File: config.mk
export PLATFORM = sky130hd
export DESIGN_NAME = word_to_byte_mem_ctrl
export DESIGN_NICKNAME = d
export VERILOG_FILES = /design/src/rtl/word_to_byte_mem_ctrl.sv
export SDC_FILE = /design/constraint.sdc
export NUM_CORES = 1
export LEC_CHECK = 0
export CAP_MARGIN = 20
export CELL_PAD_IN_SITES_DETAIL_PLACEMENT = 1
export CELL_PAD_IN_SITES_GLOBAL_PLACEMENT = 2
export CORE_ASPECT_RATIO = 0.8
export CORE_MARGIN = 2
export CORE_UTILIZATION = 32
export CTS_CLUSTER_DIAMETER = 60
export DETAILED_ROUTE_END_ITERATION = 6
export PLACE_DENSITY_LB_ADDON = 0.1
export SETUP_SLACK_MARGIN = 0.15
export SYNTH_ARGS = -nofsm -noshare
export SYNTH_HDL_FRONTEND = slang
export SYNTH_SLANG_ARGS = --single-unit
File: constraint.sdc
create_clock -name clk -period 5.3 [get_ports clk]
set_clock_uncertainty 0.1 [all_clocks]
set_input_delay 1.06 -clock clk [delete_from_list [all_inputs] [get_ports clk]]
set_output_delay 1.06 -clock clk [all_outputs]
set_load 0.05 [all_outputs]
File: src/rtl/word_to_byte_mem_ctrl.sv
// Word-to-byte data memory initiator for the MEM stage: splits one 32-bit
// LDR/STR into four big-endian byte accesses over a req/ack byte port.
// Ports: clk, rst (async, active-high); mem_r_en, mem_w_en, address,
//   dataToWrite from EXE; result, freeze, done, err to the pipeline;
//   b_addr, b_wdata, b_we, b_re, b_rdata, b_ack on the byte port.
// Option: define BYTE_ACK_TIMEOUT_EN to abort a byte after TIMEOUT_CYCLES.
module word_to_byte_mem_ctrl #(
  parameter int unsigned BASE_ADDR      = 1024,
  parameter int unsigned MEM_DEPTH      = 256,
  parameter int unsigned TIMEOUT_CYCLES = 15
) (
  input  logic        clk,
  input  logic        rst,
  input  logic        mem_r_en,
  input  logic        mem_w_en,
  input  logic [31:0] address,
  input  logic [31:0] dataToWrite,
  output logic [31:0] result,
  output logic        freeze,
  output logic        done,
  output logic        err,
  output logic [7:0]  b_addr,
  output logic [7:0]  b_wdata,
  output logic        b_we,
  output logic        b_re,
  input  logic [7:0]  b_rdata,
  input  logic        b_ack
);

  typedef enum logic [1:0] {
    IDLE   = 2'd0,
    ACCESS = 2'd1,
    DONE   = 2'd2
  } state_t;

  state_t      state;
  state_t      nxt;
  logic [1:0]  k;
  logic [31:0] data_q;
  logic        is_store;
  logic        err_q;
  logic        req;
  logic        in_range;
  logic        last;
  logic        timeout;
  logic [31:0] diff;
  logic [31:0] off;

  assign req      = mem_r_en | mem_w_en;
  assign diff     = address - BASE_ADDR;
  // Unaligned addresses are aligned down to the word.
  assign off      = {diff[31:2], 2'b00};
  assign in_range = off < MEM_DEPTH;
  assign last     = (k == 2'd3);

  function automatic logic [7:0] byte_sel(
    input logic [31:0] w,
    input logic [1:0]  i
  );
    logic [7:0] b;
    unique case (i)
      2'd0:    b = w[31:24];
      2'd1:    b = w[23:16];
      2'd2:    b = w[15:8];
      default: b = w[7:0];
    endcase
    return b;
  endfunction

`ifdef BYTE_ACK_TIMEOUT_EN
  localparam int CW = $clog2(TIMEOUT_CYCLES + 1);
  logic [CW-1:0] wait_cnt;

  // Restarts for every byte: any ack or leaving ACCESS clears it.
  always_ff @(posedge clk or posedge rst) begin
    if (rst) begin
      wait_cnt <= '0;
    end else if (state != ACCESS || b_ack) begin
      wait_cnt <= '0;
    end else begin
      wait_cnt <= wait_cnt + 1'b1;
    end
  end

  assign timeout = (state == ACCESS) && !b_ack &&
                   (wait_cnt == CW'(TIMEOUT_CYCLES - 1));
`else
  logic unused_cfg;
  assign unused_cfg = (TIMEOUT_CYCLES != 0);
  assign timeout    = 1'b0;
`endif

  always_ff @(posedge clk or posedge rst) begin
    if (rst) begin
      state <= IDLE;
    end else begin
      state <= nxt;
    end
  end

  always_comb begin
    nxt    = state;
    freeze = 1'b0;
    done   = 1'b0;
    err    = 1'b0;
    unique case (state)
      IDLE: begin
        freeze = req;
        if (req) begin
          nxt = in_range ? ACCESS : DONE;
        end
      end
      ACCESS: begin
        freeze = 1'b1;
        if ((b_ack && last) || timeout) begin
          nxt = DONE;
        end
      end
      DONE: begin
        done = 1'b1;
        err  = err_q;
        nxt  = IDLE;
      end
      default: nxt = IDLE;
    endcase
  end

  always_ff @(posedge clk or posedge rst) begin
    if (rst) begin
      result   <= '0;
      b_addr   <= '0;
      b_wdata  <= '0;
      b_we     <= 1'b0;
      b_re     <= 1'b0;
      k        <= '0;
      data_q   <= '0;
      is_store <= 1'b0;
      err_q    <= 1'b0;
    end else begin
      unique case (state)
        IDLE: begin
          if (req) begin
            // Store wins when both enables are high.
            data_q   <= dataToWrite;
            is_store <= mem_w_en;
            k        <= '0;
            if (!mem_w_en) begin
              result <= '0;
            end
            if (!in_range) begin
              err_q <= 1'b1;
            end else begin
              b_addr  <= off[7:0];
              b_we    <= mem_w_en;
              b_re    <= !mem_w_en;
              b_wdata <= mem_w_en ? dataToWrite[31:24] : 8'h00;
            end
          end
        end
        ACCESS: begin
          if (b_ack) begin
            if (!is_store) begin
              unique case (k)
                2'd0:    result[31:24] <= b_rdata;
                2'd1:    result[23:16] <= b_rdata;
                2'd2:    result[15:8]  <= b_rdata;
                default: result[7:0]   <= b_rdata;
              endcase
            end
            if (last) begin
              b_we    <= 1'b0;
              b_re    <= 1'b0;
              b_wdata <= 8'h00;
              k       <= '0;
            end else begin
              k       <= k + 2'd1;
              b_addr  <= b_addr + 8'd1;
              b_wdata <= is_store ?
                         byte_sel(data_q, k + 2'd1) : 8'h00;
            end
          end else if (timeout) begin
            b_we    <= 1'b0;
            b_re    <= 1'b0;
            b_wdata <= 8'h00;
            k       <= '0;
            err_q   <= 1'b1;
          end
        end
        DONE: begin
          err_q <= 1'b0;
        end
        default: ;
      endcase
    end
  end

endmodule
=== Yosys cells after proc, flatten, opt, wreduce, memory -nomap -nowiden ===
Index checks and enable logic that the tools add are counted.

* Input bits: 77
* Register bits after elaboration: 88
* Output and inout port bits: 53
* Logic and storage cells: 101

* $add $sub $neg: 3
* Reductions and logical operators: 19
* Muxes and demuxes: 44
* Magnitude comparators: 1
* Bitwise gates (word level): 1
* Eq/ne operators: 20

{| class="wikitable"
|+ Operator list
! kind !! number
|-
| two-way mux 32 bit || 4
|-
| two-way mux 8 bit || 14
|-
| case mux 32 bit (2 select lines) || 1
|-
| less-than comparator 32 x 9 -> 1 bit, second input constant || 1
|-
| case mux 8 bit (2 select lines) || 2
|-
| subtractor 32 x 11 -> 32 bit, second input constant || 1
|-
| case mux 8 bit (3 select lines) || 1
|-
| AND reduction 6 bit || 4
|-
| != test 2 bit, second input constant || 10
|-
| two-way mux 2 bit || 6
|-
| two-way mux 1 bit || 10
|-
| AND reduction 5 bit || 2
|-
| adder 8 x 1 -> 8 bit, second input constant || 1
|-
| == test 2 bit, second input constant || 4
|-
| case mux 1 bit (2 select lines) || 4
|-
| case mux 2 bit (2 select lines) || 2
|-
| == test 2 x 1 -> 1 bit, second input constant || 3
|-
| zero test 2 bit || 3
|-
| != test 2 x 1 -> 1 bit, second input constant || 3
|-
| AND reduction 3 bit || 2
|-
| AND reduction 2 bit || 2
|-
| AND reduction 4 bit || 1
|-
| nonzero test 2 bit || 2
|-
| OR reduction 3 bit || 1
|-
| 4 further kinds || 4
|}

=== Logic depth before layout (Yosys ltp) ===
* Depth in word-level cells: 7
* Mapped depth: 8
* Depth with buffers taken out: 6

=== Least setup slack after synthesis ===
No wires, ideal clock.

* Kind: register -> output
* From: reg state[1]
* To: out err
* Path slack: 2166 ps
* Cell stages (with the launch flop): 4
* Arrival time: 1974 ps
* Path buffers: 1
* Data required time: 4140 ps
* Cell sequence: dfrtp_1 -> clkbuf_1 -> nor2b_1 -> and2_1

* Word-level cells in the longest chain between the ends: 2

{| class="wikitable"
|+ Ends and longest elaborated chain
! element !! RTL line !! source
|-
| start: declaration || 36 || <nowiki>state_t state;</nowiki>
|-
| start signal: assignment || 97 || <nowiki>state <= nxt;</nowiki>
|-
| == test 2 bit || 106 || <nowiki>unique case (state)</nowiki>
|-
| two-way mux 1 bit || 106 ||
|-
| end: declaration || 21 || <nowiki>output logic err,</nowiki>
|}

No other way between the ends.

=== Final worst setup path ===
* From: in mem_w_en
* To: out freeze

* Word-level cells in the longest chain between the ends: 2

{| class="wikitable"
|+ Ends and longest elaborated chain
! element !! RTL line !! source
|-
| start: declaration || 15 || <nowiki>input logic mem_w_en,</nowiki>
|-
| OR 1 bit || 49 || <nowiki>assign req = mem_r_en | mem_w_en;</nowiki>
|-
| case mux 1 bit (2 select lines) || 106 ||
|-
| end: declaration || 19 || <nowiki>output logic freeze,</nowiki>
|}

No other way between the ends.

==> metrics.md <==
| Metric | Value |
|---|---|
| Gp weighted congestion | between 0.7 and 0.8 |
| Diode count | 0 |
| # setup viols final | 0 |
| Post-synthesis mux area share | 18.5% |
| Final nets | about 540 |
| WL/cell | 17.7 um |
| Root buf cell | clkbuf_16 |
| Crit path kind | in2out |
| Setup TNS | 0 ns |
| 1st-iter DRT viols | around 110 |
| Xor and xnor fraction of the mapped netlist area | 0.210% |
| Die area | roughly 14,000 sq um |
| Vias/cell | 4.97 |
| RSZ-0062 raised after global routing | no |
| Primary FF master, synth | dfrtp_1 |
| Max FO, Critical Path | 5 |
| Top cells by count, synth | dfrtp_1 (88), mux2_2 (57), nand2_1 (20) |
| Crit share post-route | between 70 and 80% |
| Multi-input gate area | approximately 1900 sq um |
| Leakage | between 2 and 3 nW |
| Largest family of logic cells by synthesized area | multiplexers |
| Slew Limit Fails | 0 |
| Adder-cell share of the synthesized area | approximately 1.8% |
| # hold bufs at CTS | 0 |
| Htree depth | 3 |
| Outcome | completed |
| Hold slack | 0.404 ns |
| Async SR Flop Fraction | between 90% and 100% |
| CP max-delay cell | clkdlybuf4s50_1 |
| Worst IR Drop VDD | between 0.0001 and 0.00015 V |
| TritonCTS Sinks | 88 |
| First-pass GRT wire length | between 15 and 20 mm |
| Placement row count | 37 |
| Fill cell count | 1,353 |
| Chip Width | between 100 and 150 um |
| Pre-antenna DRT Iters | 4 |
| Post-synth top area cell | dfrtp_1 |
| P per Cell Area | 287 nW/um^2 |
| Crit-path max cell delay | approximately 0.85 ns |
| CTS max path bufs | 2 |
| #FFs+latches synth | ~90 |
| Sequential cell area | 2200 sq um |
| Largest net degree at the start of global routing | 56 |
| Synth top area cells | dfrtp_1 (53%), mux2_2 (15%), a22o_1 (3.8%), mux2_4 (2.9%), a222oi_1 (1.9%) |
| Worst setup EP type | output pin |
| Post-synth EDFFs | 0 |
| Most common cell in the synthesized netlist | dfrtp_1 |
| Antenna Nets Post-Route | 0 |
| Crit-path cells | clkdlybuf4s50_1 -> nor2_1 -> a21oi_1 -> clkdlybuf4s50_1 |
| Post-cts sizing count | 0 |
| Seq/Total Area, Yosys | ~53% |
| Layout cells sized above 1 | around 22% |
| Most used cell, CP | clkdlybuf4s50_1 |
| Syn avg cell area | about 13 sq um |
| Hold Path Class | reg2reg |
| Starting Density | between 30% and 40% |
| Post-synth cell types | 52 |
| CTS tree | built |
| Routed vias | between 3,000 and 4,000 |
| Slew @ Worst Pin | slightly below 0.9 ns |
| # port buffers | ~130 |
| Startpoint Class | primary input |
| # Post-CTS Setup Buffers | 0 |
| Cell Area, Synth | 4160 sq um |
| Slew margin rel. | 41.6% |
| CP top delay family | buffers and inverters |
| CP required | 4.14 ns |
| Latest clock arrival within the worst-skew pair | 0.33 ns |
| Clock slew at reported path FFs | 0.06 ns |
| Synth warn | 0 |
| Proportion of netlist area held by the largest area contributor | a little over half |
| Max Fclk | roughly 250 MHz |
| Vias in the first global route | around 3,400 |
| Buf/Inv on CP | 2 |
| Initial antenna violation count | 0 |
| Final WL | ~11 mm |
| Detail Placement HPWL | around 8.2 mm |
| Area Growth Syn to Fin | 44.2% |
| Total congestion overflow | 0 |
| Synth Area in Compound Gates | a little over an eighth |
| Die Height | around 110 um |
| Total Routing Usage GR | between 10% and 20% |
| Cts bufs inserted | 9 |
| Mapped Cells | between 300 and 400 |
| Post-layout min period | slightly below 4 ns |
| Core area | between 10,000 and 15,000 sq um |
| Post-Syn Nets | 410 |
| WP data arrival | 2.79 ns |
| Max Cap Viol | 0 |
| # IOs | between 100 and 150 |
| Count of final hold-check violations | 0 |
| Synth Area in Simple Gates | around 11% |
| Residual DRC count | 0 |
-- worst register-to-register path, stage by stage, from the launching register on --
cell	delay [ns]
dfrtp_1	0.76
nand2b_1	0.45
nor3b_4	0.49
a21oi_1	0.17
o21bai_1	0.20
a221oi_2	0.24
-- state kept, by name (all words and copies together), names as in the netlist --
register,flops
b_addr,8
b_re,1
b_wdata,8
b_we,1
data_q,32
err_q,1
is_store,1
k,2
result,32
state,2
-- path summary, 6_finish.rpt --
| kind | start | endpoint | slack [ns] | depth (start not counted) |
|---|---|---|---|---|
| max in group asynchronous | rst | result[28]$_DFFE_PP0P_ | 3.61 | 3 |
| max reg2reg | state[0]$_DFFE_PP0P_ | b_addr[7]$_DFFE_PP0P_ | 2.80 | 5 |
| min reg2reg | result[13]$_DFFE_PP0P_ | result[13]$_DFFE_PP0P_ | 0.40 | 1 |
| min | result[13]$_DFFE_PP0P_ | result[13]$_DFFE_PP0P_ | 0.40 | 1 |
| max | mem_w_en | freeze | 1.35 | 4 |
| min in group asynchronous | rst | data_q[4]$_DFFE_PP0P_ | 0.83 | 2 |
-- where the power goes --
group | switching, W | internal, W
sequential | 0.0000329 | 0.000721
combinational | 0.0000972 | 0.000128
clock | 0.000275 | 0.000467
-- routing by layer --
layer | global-route usage, % | up-vias | routed length, um | part of all wire [%]
li1 | - | 1484 | - | -
met1 | 22.1 | 1592 | 5120 | 46
met2 | 28.7 | 71 | 5580 | 50
met3 | 4.05 | 8 | 440 | 3.9
met4 | 3.34 | 0 | 77 | 0.69
met5 | 0 | - | 0 | 0
-- cells in the final DEF, fill, tap and decap left out, types with 3 or more instances in the layout --
| cell type | count |
|---|---|
| a21oi_1 | 7 |
| a222oi_1 | 8 |
| a22o_1 | 18 |
| a32o_1 | 4 |
| and2_1 | 9 |
| buf_4 | 3 |
| bufinv_16 | 3 |
| clkbuf_16 | 9 |
| clkdlybuf4s50_1 | 127 |
| dfrtp_1 | 88 |
| ha_1 | 6 |
| inv_1 | 5 |
| mux2_2 | 57 |
| mux2_4 | 8 |
| nand2_1 | 20 |
| nand2b_1 | 6 |
| nand3_1 | 4 |
| nor2_1 | 11 |
| o21a_1 | 3 |
| o21ai_0 | 14 |
-- final cells by class --
class                           count  area share (%)
Clock buffer                        9            3.75
Clock inverter                      7            2.11
Inverter                            7           0.459
Multi-Input combinational cell    218            31.3
Sequential cell                    88            36.7
Tap cell                          175            3.65
Timing Repair Buffer              131            22.0
-- through the flow --
| stage | cell area, sq um | cells | total power (W) | util, % | setup WS, ns |
|---|---|---|---|---|---|
| 3_3_place_gp | 5620 | 618 | 0.000985 | 44.0 | 1.35 |
| 3_5_place_dp | 5620 | 618 | 0.000994 | 44.0 | 1.33 |
| 5_1_grt | 6000 | 635 | 0.00180 | 47.0 | 1.24 |
| 4_1_cts | 5970 | 634 | 0.00175 | 46.8 | 1.33 |
| 6_report | 6000 | 635 | 0.00172 | 47.0 | 1.35 |
| 2_1_floorplan | 4160 | 327 | 0.000887 | - | 1.86 |
-- logic make-up (layout without fill, tap and decap cells) --
family,after synthesis,in the layout
flops,88,88
simple gates,73,73
fa+ha+maj,6,6
compound gates,72,72
buf+inv,21,154
xor+xnor,1,1
mux,66,66
(Power assumes the default switching activity.)
